===== src/rtl/pirdsp_simd_dot_acc.sv =====
// SIMD dot-product engine: lane-wise multiply, per-group sum, per-group accumulation across beats.
// Latency: an accepted LAST beat gives out_valid 3 cycles later (S1 operands, S2 products, S3 accumulators).
// Backpressure: a held result (out_valid && !out_ready) freezes every stage and drops in_ready.
module pirdsp_simd_dot_acc #(
  parameter int LANE_W = 9,
  parameter int LANES  = 6,
  parameter int GROUPS = 2,
  parameter int ACC_W  = 24
) (
  input  logic                    clk,
  input  logic                    rst_n,
  input  logic                    in_valid,
  output logic                    in_ready,
  input  logic [LANES*LANE_W-1:0] in_a,
  input  logic [LANES*LANE_W-1:0] in_b,
  input  logic                    in_signed,
  input  logic                    in_last,
  output logic                    out_valid,
  input  logic                    out_ready,
  output logic [GROUPS*ACC_W-1:0] out_data,
  output logic [GROUPS-1:0]       out_ovf
);
  localparam int LPG = LANES / GROUPS;
  localparam int PW  = 2 * LANE_W;

  generate
    if (LANES % GROUPS != 0) begin : g_bad_lanes
      $error("LANES must be a multiple of GROUPS");
    end
    if (ACC_W < PW + $clog2(LPG)) begin : g_bad_acc
      $error("ACC_W too narrow for a full group sum");
    end
  endgenerate

  logic                    stall;
  logic                    s1_vld, s1_signed, s1_last;
  logic [LANES*LANE_W-1:0] s1_a, s1_b;
  logic                    s2_vld, s2_signed, s2_last;
  logic [PW-1:0]           s2_prod  [LANES];
  logic [PW-1:0]           ext_a    [LANES];
  logic [PW-1:0]           ext_b    [LANES];
  logic [PW-1:0]           prod_nxt [LANES];
  logic                    s3_vld, s3_last, fresh;
  logic [ACC_W-1:0]        acc      [GROUPS];
  logic [ACC_W-1:0]        gsum     [GROUPS];
  logic [ACC_W-1:0]        acc_nxt  [GROUPS];
  logic [ACC_W:0]          acc_wide [GROUPS];
  logic [GROUPS-1:0]       ovf, ovf_step;

  // Only a presented-but-unaccepted result blocks the pipe
  assign stall     = out_valid && !out_ready;
  assign in_ready  = !stall;
  assign out_valid = s3_vld && s3_last;
  assign out_ovf   = ovf;

  // Extend each lane to 2*LANE_W per the beat's signedness; low PW bits of the product are exact
  always_comb begin
    for (int i = 0; i < LANES; i++) begin
      ext_a[i]    = {{LANE_W{s1_signed & s1_a[i*LANE_W+LANE_W-1]}}, s1_a[i*LANE_W +: LANE_W]};
      ext_b[i]    = {{LANE_W{s1_signed & s1_b[i*LANE_W+LANE_W-1]}}, s1_b[i*LANE_W +: LANE_W]};
      prod_nxt[i] = ext_a[i] * ext_b[i];
    end
  end

  // Group sums in accumulator width; cannot overflow given the ACC_W elaboration check
  always_comb begin
    for (int g = 0; g < GROUPS; g++) begin
      gsum[g] = '0;
      for (int l = 0; l < LPG; l++) begin
        if (s2_signed) gsum[g] = gsum[g] + ACC_W'($signed(s2_prod[g*LPG+l]));
        else           gsum[g] = gsum[g] + ACC_W'(s2_prod[g*LPG+l]);
      end
    end
  end

  // Accumulate with carry-out for unsigned beats and sign-based overflow for signed beats
  always_comb begin
    ovf_step = '0;
    for (int g = 0; g < GROUPS; g++) begin
      acc_wide[g] = {1'b0, acc[g]} + {1'b0, gsum[g]};
      acc_nxt[g]  = acc_wide[g][ACC_W-1:0];
      if (s2_signed)
        ovf_step[g] = (acc[g][ACC_W-1] == gsum[g][ACC_W-1]) &&
                      (acc_nxt[g][ACC_W-1] != acc[g][ACC_W-1]);
      else
        ovf_step[g] = acc_wide[g][ACC_W];
    end
  end

  // Result bus mirrors the accumulators, so it stays put while stalled
  always_comb begin
    out_data = '0;
    for (int g = 0; g < GROUPS; g++) out_data[g*ACC_W +: ACC_W] = acc[g];
  end

  // S1: capture operands and per-beat flags
  always_ff @(posedge clk or negedge rst_n) begin
    if (!rst_n) begin
      s1_vld    <= 1'b0;
      s1_signed <= 1'b0;
      s1_last   <= 1'b0;
      s1_a      <= '0;
      s1_b      <= '0;
    end else if (!stall) begin
      s1_vld <= in_valid;
      if (in_valid) begin
        s1_signed <= in_signed;
        s1_last   <= in_last;
        s1_a      <= in_a;
        s1_b      <= in_b;
      end
    end
  end

  // S2: register lane products
  always_ff @(posedge clk or negedge rst_n) begin
    if (!rst_n) begin
      s2_vld    <= 1'b0;
      s2_signed <= 1'b0;
      s2_last   <= 1'b0;
      for (int i = 0; i < LANES; i++) s2_prod[i] <= '0;
    end else if (!stall) begin
      s2_vld <= s1_vld;
      if (s1_vld) begin
        s2_signed <= s1_signed;
        s2_last   <= s1_last;
        for (int i = 0; i < LANES; i++) s2_prod[i] <= prod_nxt[i];
      end
    end
  end

  // S3: accumulators; the beat after a LAST starts a fresh run and clears overflow
  always_ff @(posedge clk or negedge rst_n) begin
    if (!rst_n) begin
      s3_vld  <= 1'b0;
      s3_last <= 1'b0;
      fresh   <= 1'b1;
      ovf     <= '0;
      for (int g = 0; g < GROUPS; g++) acc[g] <= '0;
    end else if (!stall) begin
      s3_vld <= s2_vld;
      if (s2_vld) begin
        s3_last <= s2_last;
        fresh   <= s2_last;
        for (int g = 0; g < GROUPS; g++) begin
          if (fresh) begin
            acc[g] <= gsum[g];
            ovf[g] <= 1'b0;
          end else begin
            acc[g] <= acc_nxt[g];
            ovf[g] <= ovf[g] | ovf_step[g];
          end
        end
      end
    end
  end
endmodule


===== config.mk =====
export PLATFORM = sky130hd
export DESIGN_NAME = pirdsp_simd_dot_acc
export DESIGN_NICKNAME = d
export VERILOG_FILES = /design/src/rtl/pirdsp_simd_dot_acc.sv
export SDC_FILE = /design/constraint.sdc
export NUM_CORES = 2
export LEC_CHECK = 0
export BUFFER_PORTS_ARGS = -buffer_cell sky130_fd_sc_hd__buf_2
export CORE_MARGIN = 4
export CORE_UTILIZATION = 35
export DETAILED_ROUTE_END_ITERATION = 7
export PLACE_DENSITY = 0.49
export SLEW_MARGIN = 10
export SYNTH_ARGS = -nofsm -noshare
export SYNTH_HDL_FRONTEND = slang
export SYNTH_SLANG_ARGS = --single-unit

===== constraint.sdc =====
create_clock -name clk -period 6.8 [get_ports clk]
set_clock_uncertainty 0.1 [all_clocks]
set_input_delay 1.7 -clock clk [delete_from_list [all_inputs] [get_ports clk]]
set_output_delay 1.7 -clock clk [all_outputs]
set_load 0.005 [all_outputs]

==> results.txt <==
----------------------------------------------------
[Outcome]
  Result of the run ... finished clean

[Synth]
  Share of the synthesized area in the top cell type ... 0.266
  Number of flip-flops and latches in the synthesized netlist ... 275
  Number of flops mapped to enable cells by yosys ... 0
  Netlist area before placement ... 37500 um2
  Share of async-settable or async-resettable flops after synthesis ... 1.00
  Sequential cell area fraction in the yosys report ... 0.184
  Post-synthesis area per instance ... 9.37 um2
  Most instantiated cells after synthesis ... 529 x inv_1, 498 x fa_1, 448 x nand2_1, 404 x ha_1, 274 x dfrtp_1
  Number of nets produced by synthesis ... 5016
  Number of warning messages in the yosys log ... 0
  Cell variety after synth ... 69
  Most frequent cell after synthesis ... inv_1
  Top post-synthesis cells by area ... fa_1 27%, dfrtp_1 18%, ha_1 13%
  Count of mapped cells out of synthesis ... 4000
  Dominant register cell in the synthesized netlist ... dfrtp_1
  Leading area contributor after synthesis ... fa_1

[Routing]
  DR WL/cell ... 16.4 um
  Via Count ... 26500
  Remaining number of nets flagged by the antenna check after routing ... 0
  DR pass1 iterations ... 7
  Number of vias per cell ... 4.84
  Routed Wire Length ... 89800 um
  Final routed DRC violation total ... 0
  Initial drt markers ... 1217

[Clock tree]
  Post-CTS setup buffer count ... 0
  Cell at the root of the clock tree ... clkbuf_16
  Post-CTS Resized ... 0
  Clk pin slew, worst setup/hold paths ... 0.06 ns
  Number of clock buffers inserted by TritonCTS ... 41
  CTS H-tree depth ... 2
  Worst-case clock buffer depth ... 3
  Clock tree from TritonCTS ... built
  Clock sinks ... 275
  Clock latency on the worst-skew pair ... 0.60 ns
  CTS hold repair buffers ... 0

[Critical path]
  Element type at the critical path end ... flip-flop
  Crit path max fanout ... 6
  Worst R2R Path Depth ... 27
  Crit path kind ... flip-flop to flip-flop
  Arrival @ worst endpoint ... 6.62 ns
  Worst endpoint required time ... 7.21 ns
  CP startpoint kind ... flip-flop

[STA]
  Worst Hold Margin ... 0.384 ns
  Shortest period the worst path allows ... 6.21 ns
  Sum Neg Setup Slack ... 0 ns
  Pins over their slew limit ... 0
  Measured slew at the worst slew-check pin ... 0.926 ns
  Total count of hold-check failures in the final report ... 0
  Max Clk Rate ... 0.161 GHz
  Final worst-path cycle share ... 0.913
  Number of failing setup endpoints in the final timing report ... 0
  Max-slew headroom ... 0.383
  Unrepaired setup endpoints after global routing ... no

[Floorplanning]
  Ports ... 166
  Die boundary width ... 335 um
  Initial cell density of the core ... 0.354
  Cell Rows ... 119
  Floorplan Core Area ... 106000 um2
  Chip height ... 335 um
  Die footprint ... 112000 um2

[Global route]
  Residual overflow from global routing ... 0
  Largest net degree at the start of global routing ... 92
  First-pass GRT wire length ... 151000 um
  Number of global-route vias before repair ... 27600
  Antenna violations before repair ... 9
  Tot GR Track Use ... 0.166

[Cells and area]
  NumNets Final ... 5067
  Fraction of final layout cells sized beyond drive strength 1 ... 0.109
  Fill cell instance count of the final layout ... 10700
  Layout area overhead ... 9.57%

[Placed design]
  Detailed placement HPWL ... 72000 um
  Routability congestion estimate ... 0.816
  Port Buf Inserts ... 165

[Worst hold path]
  Path category of the worst min-delay check ... flip-flop to flip-flop
  Worst Hold Path Cells ... 2

[Job]
  Max-cap violations ... 0

----------------------------------------------------
## cell type report
cell class	instances	area, um2	share of cell area
Multi-Input combinational cell	3020	28000	0.681
Sequential cell	275	6880	0.168
Inverter	529	1990	0.0483
Tap cell	1391	1740	0.0424
Clock buffer	60	1210	0.0294
Timing Repair Buffer	184	1040	0.0253
Clock inverter	14	223	0.00542
Antenna cell	4	10.0	0.000244
## critical path: stages, from the launching register on
cell      delay (ns)
dfrtp_1         0.35
ha_1            0.19
inv_1           0.06
fa_1            0.39
nor2b_1         0.12
o21ai_0         0.10
a21boi_0        0.24
o21ai_0         0.15
a21oi_1         0.26
a21o_1          0.19
xor2_1          0.15
ha_1            0.32
a211oi_1        0.35
o21bai_1        0.14
a21oi_1         0.21
a21oi_1         0.13
or3_1           0.35
a21oi_1         0.18
xnor2_1         0.17
ha_1            0.33
a21o_1          0.18
a21o_1          0.19
nor4_2          0.29
o31ai_1         0.17
o41a_1          0.38
xnor2_1         0.14
o21a_1          0.17
o21ai_0         0.12
## placed cells by master (no fill, tap or decap), types with 6 or more instances in the layout
cell / instances
a21oi_1: 174
nand2_1: 445
or2_2: 43
nor3_1: 48
nand2b_1: 16
inv_1: 529
nor2_1: 140
and3_1: 30
a31oi_1: 23
clkbuf_16: 42
fa_1: 498
a211oi_1: 23
clkbuf_1: 9
clkbuf_8: 9
o21a_1: 18
o211ai_1: 7
buf_4: 14
a21o_1: 67
nand3_1: 49
nand4_1: 6
mux2i_1: 13
nor2b_1: 16
o21ai_0: 224
ha_1: 404
mux2_2: 136
and2_1: 269
o21bai_1: 35
xor2_1: 76
buf_2: 164
dfrtp_1: 273
xnor2_1: 182
## through the flow
step,util,cell area (um2),instances,setup WS (ns)
final,0.388,41100,5477,0.592
after floorplan,-,37500,4000,1.21
after global placement,0.374,39600,5399,0.576
after CTS,0.388,41100,5473,0.554
after global routing,0.388,41100,5474,0.0283
after detailed placement,0.374,39600,5399,0.623
## per-layer routing
layer | vias up | track usage | routed length [um] | share of wire
met2 | 328 | 0.255 | 39200 | 0.44
met5 | - | 0 | 44 | 0.00049
met4 | 6 | 0.0290 | 1350 | 0.015
li1 | 13000 | - | - | -
met1 | 13100 | 0.251 | 45800 | 0.51
met3 | 77 | 0.0241 | 3330 | 0.037
## final timing paths
path                                      to  slack, ns          from
max in group asynchronous        out_data[6]       4.32         rst_n
worst max-delay path              out_ovf[0]       0.59   s2_prod[72]
min in group asynchronous           s1_a[41]       0.90         rst_n
worst min register to register  s2_prod[103]       0.38  s2_prod[103]
worst max register to register    out_ovf[0]       0.59   s2_prod[72]
worst min-delay path            s2_prod[103]       0.38  s2_prod[103]
## logic make-up after synthesis
| family | after synthesis | share of synthesized area |
|---|---|---|
| multiplexers | 149 | 0.0443 |
| flip-flops | 275 | 0.184 |
| AO/OA/AOI/OAI | 633 | 0.103 |
| AND/OR/NAND/NOR | 1078 | 0.138 |
| buffers and inverters | 705 | 0.0706 |
| adder cells (fa/ha/maj) | 902 | 0.401 |
| XOR/XNOR | 258 | 0.0603 |
## registers in the layout (all words and copies together) (netlist names), 2 cells and up
name,count
s1_a,54
out_data,48
s1_b,54
out_ovf,2
s2_prod,108
Power is left out: the tool's default activity adds up to more than one toggle a clock period on the data nets, which glitch-free logic cannot reach.
